**src/rtl/ifu_fetch.sv**
```systemverilog
`default_nettype none
// +----------------------------------------------------------------------+
// | ifu_fetch : PC owner, req/gnt/rvalid word fetch, 2-entry fetch queue |
// | Revision  : 1.0                                                      |
// +----------------------------------------------------------------------+
module ifu_fetch #(
  parameter logic [31:0] RESET_ADDR = 32'h0000_0000
) (
  input  logic        clk,
  input  logic        rst,
  input  logic        hold_flag_i,
  input  logic        jump_flag_i,
  input  logic [31:0] jump_addr_i,
  output logic        ibus_req_o,
  output logic [31:0] ibus_addr_o,
  input  logic        ibus_gnt_i,
  input  logic        ibus_rvalid_i,
  input  logic [31:0] ibus_rdata_i,
  output logic [31:0] inst_o,
  output logic [31:0] inst_addr_o,
  output logic        busy_o
);

  localparam logic [31:0] INST_NOP  = 32'h0000_0013;
  localparam logic [31:0] WORD_MASK = 32'hFFFF_FFFC;

  logic [31:0] pc_q, pc_d;
  logic [1:0]  outst_q, outst_d;
  logic [1:0]  discard_q, discard_d;
  logic [1:0]  count_q, count_d;
  logic [31:0] tag_q      [2];
  logic [31:0] tag_d      [2];
  logic [31:0] q_inst_q   [2];
  logic [31:0] q_inst_d   [2];
  logic [31:0] q_addr_q   [2];
  logic [31:0] q_addr_d   [2];

  logic        pop;
  logic        push;
  logic        xfer;
  logic [2:0]  credit_used;
  logic [1:0]  tag_fill;
  logic [1:0]  q_fill;

  always_comb begin
    pop         = !hold_flag_i && (count_q != 2'd0) && !jump_flag_i;
    credit_used = {1'b0, outst_q} + {1'b0, count_q} - {2'b00, pop};
    ibus_req_o  = !rst && !jump_flag_i && (credit_used < 3'd2);
    ibus_addr_o = pc_q;
    xfer        = ibus_req_o && ibus_gnt_i;
    push        = ibus_rvalid_i && (discard_q == 2'd0) && !jump_flag_i;
    tag_fill    = outst_q - {1'b0, ibus_rvalid_i};
    q_fill      = count_q - {1'b0, pop};
  end

  always_comb begin
    pc_d      = pc_q;
    outst_d   = outst_q + {1'b0, xfer} - {1'b0, ibus_rvalid_i};
    discard_d = discard_q;
    count_d   = count_q + {1'b0, push} - {1'b0, pop};
    tag_d     = tag_q;
    q_inst_d  = q_inst_q;
    q_addr_d  = q_addr_q;

    // Tag FIFO mirrors the in-flight requests; slot 0 is the oldest.
    if (ibus_rvalid_i) begin
      tag_d[0] = tag_q[1];
    end
    if (xfer) begin
      tag_d[tag_fill[0]] = pc_q;
      pc_d               = pc_q + 32'd4;
    end

    if (ibus_rvalid_i && (discard_q != 2'd0)) begin
      discard_d = discard_q - 2'd1;
    end

    if (pop) begin
      q_inst_d[0] = q_inst_q[1];
      q_addr_d[0] = q_addr_q[1];
    end
    if (push) begin
      q_inst_d[q_fill[0]] = ibus_rdata_i;
      q_addr_d[q_fill[0]] = tag_q[0];
    end

    // A redirect kills the queue; responses still owed get squashed later.
    if (jump_flag_i) begin
      pc_d      = jump_addr_i & WORD_MASK;
      count_d   = 2'd0;
      discard_d = outst_q - {1'b0, ibus_rvalid_i};
    end
  end

  always_ff @(posedge clk) begin
    if (rst) begin
      pc_q      <= RESET_ADDR & WORD_MASK;
      outst_q   <= 2'd0;
      discard_q <= 2'd0;
      count_q   <= 2'd0;
    end else begin
      pc_q      <= pc_d;
      outst_q   <= outst_d;
      discard_q <= discard_d;
      count_q   <= count_d;
    end
    tag_q    <= tag_d;
    q_inst_q <= q_inst_d;
    q_addr_q <= q_addr_d;
  end

  always_comb begin
    inst_o      = INST_NOP;
    inst_addr_o = 32'd0;
    if (!rst && (count_q != 2'd0)) begin
      inst_o      = q_inst_q[0];
      inst_addr_o = q_addr_q[0];
    end
    busy_o = !rst && (count_q == 2'd0);
  end

endmodule
`default_nettype wire

```
**config.mk**
```make
export PLATFORM = sky130hd
export DESIGN_NAME = ifu_fetch
export DESIGN_NICKNAME = d
export VERILOG_FILES = /design/src/rtl/ifu_fetch.sv
export SDC_FILE = /design/constraint.sdc
export NUM_CORES = 1
export LEC_CHECK = 0
export CAP_MARGIN = 0
export CORE_MARGIN = 10
export CORE_UTILIZATION = 53
export DETAILED_ROUTE_END_ITERATION = 8
export GPL_TIMING_DRIVEN = 0
export MAX_ROUTING_LAYER = met4
export PLACE_DENSITY = 0.81
export SETUP_SLACK_MARGIN = 0.1
export SLEW_MARGIN = 20
export SYNTH_ARGS = -nofsm -noshare
export SYNTH_HDL_FRONTEND = slang
export SYNTH_SLANG_ARGS = --single-unit
```
**constraint.sdc**
```tcl
create_clock -name clk -period 8.67 [get_ports clk]
set_input_delay 1.3005 -clock clk [delete_from_list [all_inputs] [get_ports clk]]
set_output_delay 1.3005 -clock clk [all_outputs]
set_load 0.005 [all_outputs]
```
# After elaboration in Yosys (flattened, before gate mapping)
# Cells that the tools add are included.
[op_classes]
muxes = 19
addsub = 10
n_bitwise = 2
n_reduce_logical = 22
order_cmp = 5
[ops]
columns = ["op", "count"]
rows = [
  ["two-way mux 32 bit", 9],
  ["bitwise mux 64 bit", 3],
  ["two-way mux 64 bit", 3],
  ["demux 32 bit (select 1 bit)", 2],
  ["adder 32 x 3 -> 32 bit, second input constant", 1],
  ["logical AND 1 bit", 12],
  ["nonzero test 2 bit", 4],
  ["subtractor 2 x 1 -> 2 bit", 3],
  ["adder 2 x 1 -> 2 bit", 2],
  [">= comparator 2 bit, second input constant", 2],
  ["zero test 2 bit", 2],
  ["less-than comparator 2 x 1 -> 1 bit, second input constant", 2],
  ["two-way mux 2 bit", 2],
  ["inverter 1 -> 2 bit", 2],
  ["adder 2 x 2 -> 3 bit", 1],
  ["zero test 1 bit", 3],
  ["less-than comparator 3 x 2 -> 1 bit, second input constant", 1],
  ["subtractor 3 x 1 -> 3 bit", 1],
  ["OR reduction 2 bit", 1],
  ["subtractor 2 x 1 -> 2 bit, second input constant", 1],
  ["subtractor 1 bit", 1],
]
[totals]
reg_bits = 230
in_bits = 70

# Logic depth before layout (Yosys ltp)
[logic_depth]
depth_word = 11
depth_mapped = 14
depth_no_buf = 11

# Least setup slack after synthesis
# OpenSTA, ideal clock, no wires.
[synth_path]
path_type = "input to register"
from = "in jump_flag_i"
to = "reg with a tool-made name"
setup_ns = 0.565
cell_stages = 4
arrival_ns = 6.280
slack_ns = 1.825
t_required_ns = 8.105
path_cell_list = "clkbuf_1 clkbuf_1 buf_1 nor3_1"
[synth_lines]
columns = ["item", "line_no", "rtl"]
rows = [
  ["start: declaration", "12", "input logic jump_flag_i,"],
]

# Worst setup path after layout
[layout_path]
from = "in jump_flag_i"
to = "out ibus_req_o"
[layout_between]
elab_chain_len = 5
word_cells_on_any_way = 6
[layout_rtl]
columns = ["item", "line_no", "rtl"]
rows = [
  ["zero test 1 bit *", "46, 48", ""],
  ["logical AND 1 bit", "46", "pop = !hold_flag_i && (count_q != 2'd0) && !jump_flag_i;"],
  ["subtractor 3 x 1 -> 3 bit", "47", "credit_used = {1'b0, outst_q} + {1'b0, count_q} - {2'b00, pop};"],
  ["less-than comparator 3 x 2 -> 1 bit", "48", "ibus_req_o = !rst && !jump_flag_i && (credit_used < 3'd2);"],
  ["logical AND 1 bit *", "48", ""],
  ["end: declaration", "14", "output logic ibus_req_o,"],
]
# Mark *: on every way between the ends. The rest lies on a longest branch, timed or not.

==> metrics.md <==
| Metric | Value |
|---|---|
| Ports | roughly 170 |
| CTS Buf Count | 23 |
| Post-Syn Instances | between 800 and 900 |
| Nets | 1125 |
| Synth cell types | 47 |
| DP Area | about 11000 µm² |
| Multi-input gate area | 3600 µm² |
| GPL Wtd Cong | 0.877 |
| Most frequent CP cell | clkbuf_1 |
| Pwr dens | 220 nW/µm² |
| Worst path required time | 7.37 ns |
| DRT Pass-1 Iters | 4 |
| Min-delay src | tag_q[51]$_DFF_P_ |
| Hold WC Path Type | flop to flop |
| Synth area leaders | edfxtp_1 (31%), dfxtp_1 (28%), mux2i_1 (10%) |
| Final setup vio count | 0 |
| Clock Latency Late Sink | about 0.51 ns |
| Clk buf depth | 3 |
| Drt via density | ~5.4 |
| Starting Density | between 50% and 60% |
| DPL Wire Length | 16800 µm |
| Fin crit share | ~62% |
| GR Overflow Total | 0 |
| Pleak | 0.00489 µW |
| Seq cells post-synth | 228 |
| Status | complete, no violations |
| Top_reg_cell synth | dfxtp_1 |
| Post-cts sizing count | 0 |
| Worst-path maximum fanout | 10 |
| Crit path from | jump_flag_i |
| Max_slew headroom | 42.5% |
| Die width | roughly 150 µm |
| Filler cell count in the final layout | 1318 |
| Die area | around 23000 µm² |
| Aggregate global-route resource usage | 19.8% |
| I/O Buffers | 162 |
| RR Startpoint | count_q[1]$_SDFF_PP0_ |
| DR vias | ~7k |
| Asr flop ratio synth | 0% |
| CTS tree | yes |
| Hold buffers post-CTS | 0 |
| Core Area | ~17000 µm² |
| Worst Skew | 0.0107 ns |
| Die height | 153 µm |
| Crit path kind | input pin to output pin |
| Reg2Reg Setup Slack | 4.97 ns |
| Synth cell count leaders | dfxtp_1 (132), edfxtp_1 (96), mux2i_1 (96), nor2_1 (96), and2_1 (74) |
| Cell family with most CP delay | buffers and inverters |
| 1st-iter DRT viols | 529 |
| Number of synthesized flops with an enable pin | 96 |
| Post-CTS Setup Repair Bufs | 0 |
| Max stage delay on crit path | 0.58 ns |
| Worst setup SP type | input pin |
| Fin crit period | 5.37 ns |
| Fin. max-slew vios | 0 |
| Clock root buffer | clkbuf_16 |
| Ys Warns | 0 |
| Buf/Inv on CP | 3 |
| Worst-path clk slew | 0.06 ns |
| Sequential area share after synthesis | 58.7% |
| Clk sinks | about 230 |
| Antenna Cells | 0 |
| H-Tree Level Count | 1 |
| Worst Tran Pin Value | 0.863 ns |
| Crit-path cells | clkbuf_1 > clkbuf_1 > o21a_1 > o21ai_0 > fa_1 > xnor2_2 > nor4b_1 > clkdlybuf4s50_1 |
| First-pass GRT wire length | around 38000 µm |
| Avg WL per Cell | 18.2 µm |
| Synth-to-Final Area Change | 29.4% |
| Share of cells above drive strength 1 | 6.77% |
| Number of max-cap violations | 0 |
| Synth area leader | edfxtp_1 |
| Top-count cell post-synth | dfxtp_1 |
| Top-area cell type share of the netlist area | 30.6% |
| Post-synthesis average cell area | 11.1 µm² |
| Synth Cell Area | about 9400 µm² |
| Crit path capture type | output pin |
| Site row count | 48 |
| Largest net degree at the start of global routing | 24 |
| Final instance area | between 10000 and 15000 µm² |
| Fmax | 186 MHz |
| DRC | 0 |
| DRT antenna net count | 0 |
| Antenna violations before repair | 0 |
| Crit path arrival time | ~4.1 ns |
| Number of global-route vias before repair | 7099 |
| RSZ-0062 raised after global routing | false |
| Critical path's slowest cell | clkdlybuf4s50_1 |
| Peak VDD IR | ~0.00013 V |
| Register area | 5530 µm² |
| Final hold viol count | 0 |
| Total Power Consumption | between 2000 and 3000 µW |
| WL final | 23500 µm |
==> stage by stage <==
| step | TNS, ns | std cells | hold WS (ns) | util, % | setup slack, ns |
|---|---|---|---|---|---|
| after CTS | 0 | 1289 | 0.463 | 70.2 | 3.32 |
| after detailed placement | 0 | 1248 | 0.444 | 65.8 | 3.33 |
| after global placement | -53.23 | 1240 | 0.438 | 65.2 | -0.834 |
| after global routing | 0 | 1289 | 0.476 | 70.2 | 3.17 |
| after floorplan | 0 | 853 | 0.430 | - | 1.82 |
| final | 0 | 1289 | 0.464 | 70.2 | 3.30 |
==> final timing paths <==
check,cells after the start,end
worst max-delay path,8,ibus_req_o
worst min-delay path,0,flop
worst max register to register,13,outst_q[1]$_SDFF_PP0_
worst min register to register,0,flop
==> cell type report <==
| class | count | share of cell area (%) |
|---|---|---|
| plain buffers | 55 | 2.20 |
| clock buffers | 30 | 5.10 |
| clock inverters | 11 | 1.17 |
| inverters | 11 | 0.339 |
| multi-input cells | 559 | 29.5 |
| flip-flops and latches | 228 | 45.3 |
| well taps | 225 | 2.31 |
| repair buffers | 170 | 14.0 |
==> placed cells by master (no fill, tap or decap), drive strengths merged, types with 2 or more instances in the layout <==
cell / n
a211oi: 19
a21oi: 73
a31oi: 8
and2: 74
and3: 5
and4: 2
buf: 30
bufinv: 3
clkbuf: 63
clkdlybuf4s50: 162
clkinv: 6
conb: 2
dfxtp: 132
edfxtp: 96
ha: 6
inv: 13
mux2i: 96
nand2: 46
nand3: 14
nand4: 10
nand4b: 3
nor2: 96
nor3: 7
nor3b: 3
nor4: 4
nor4b: 2
o21a: 3
o21ai: 32
o22ai: 8
or3: 4
xnor2: 13
xor2: 21
==> where the power goes <==
group | internal (µW) | switching, µW | leakage [µW]
Clock | 598 | 404 | 0.000378
Combinational | 178 | 155 | 0.00253
Sequential | 1260 | 85.2 | 0.00198
==> cell families after synthesis <==
family	count (synthesis)	share of synthesized area, %
DFF	228	58.7
other	1	0.0398
AOI/OAI and AO/OA	146	8.81
muxes	97	10.4
buffers and inverters	66	3.28
adders and majority gates	7	1.01
xor gates and xnor gates	34	3.24
and+or+nand+nor	273	14.6
==> layer usage <==
layer,wire [µm],up-vias,GRT usage [%]
li1,-,3403,-
met4,402,0,5.09
met1,10200,3267,25.5
met5,0,-,-
met3,1760,38,3.93
met2,11100,271,31.3
(Power assumes the default switching activity.)
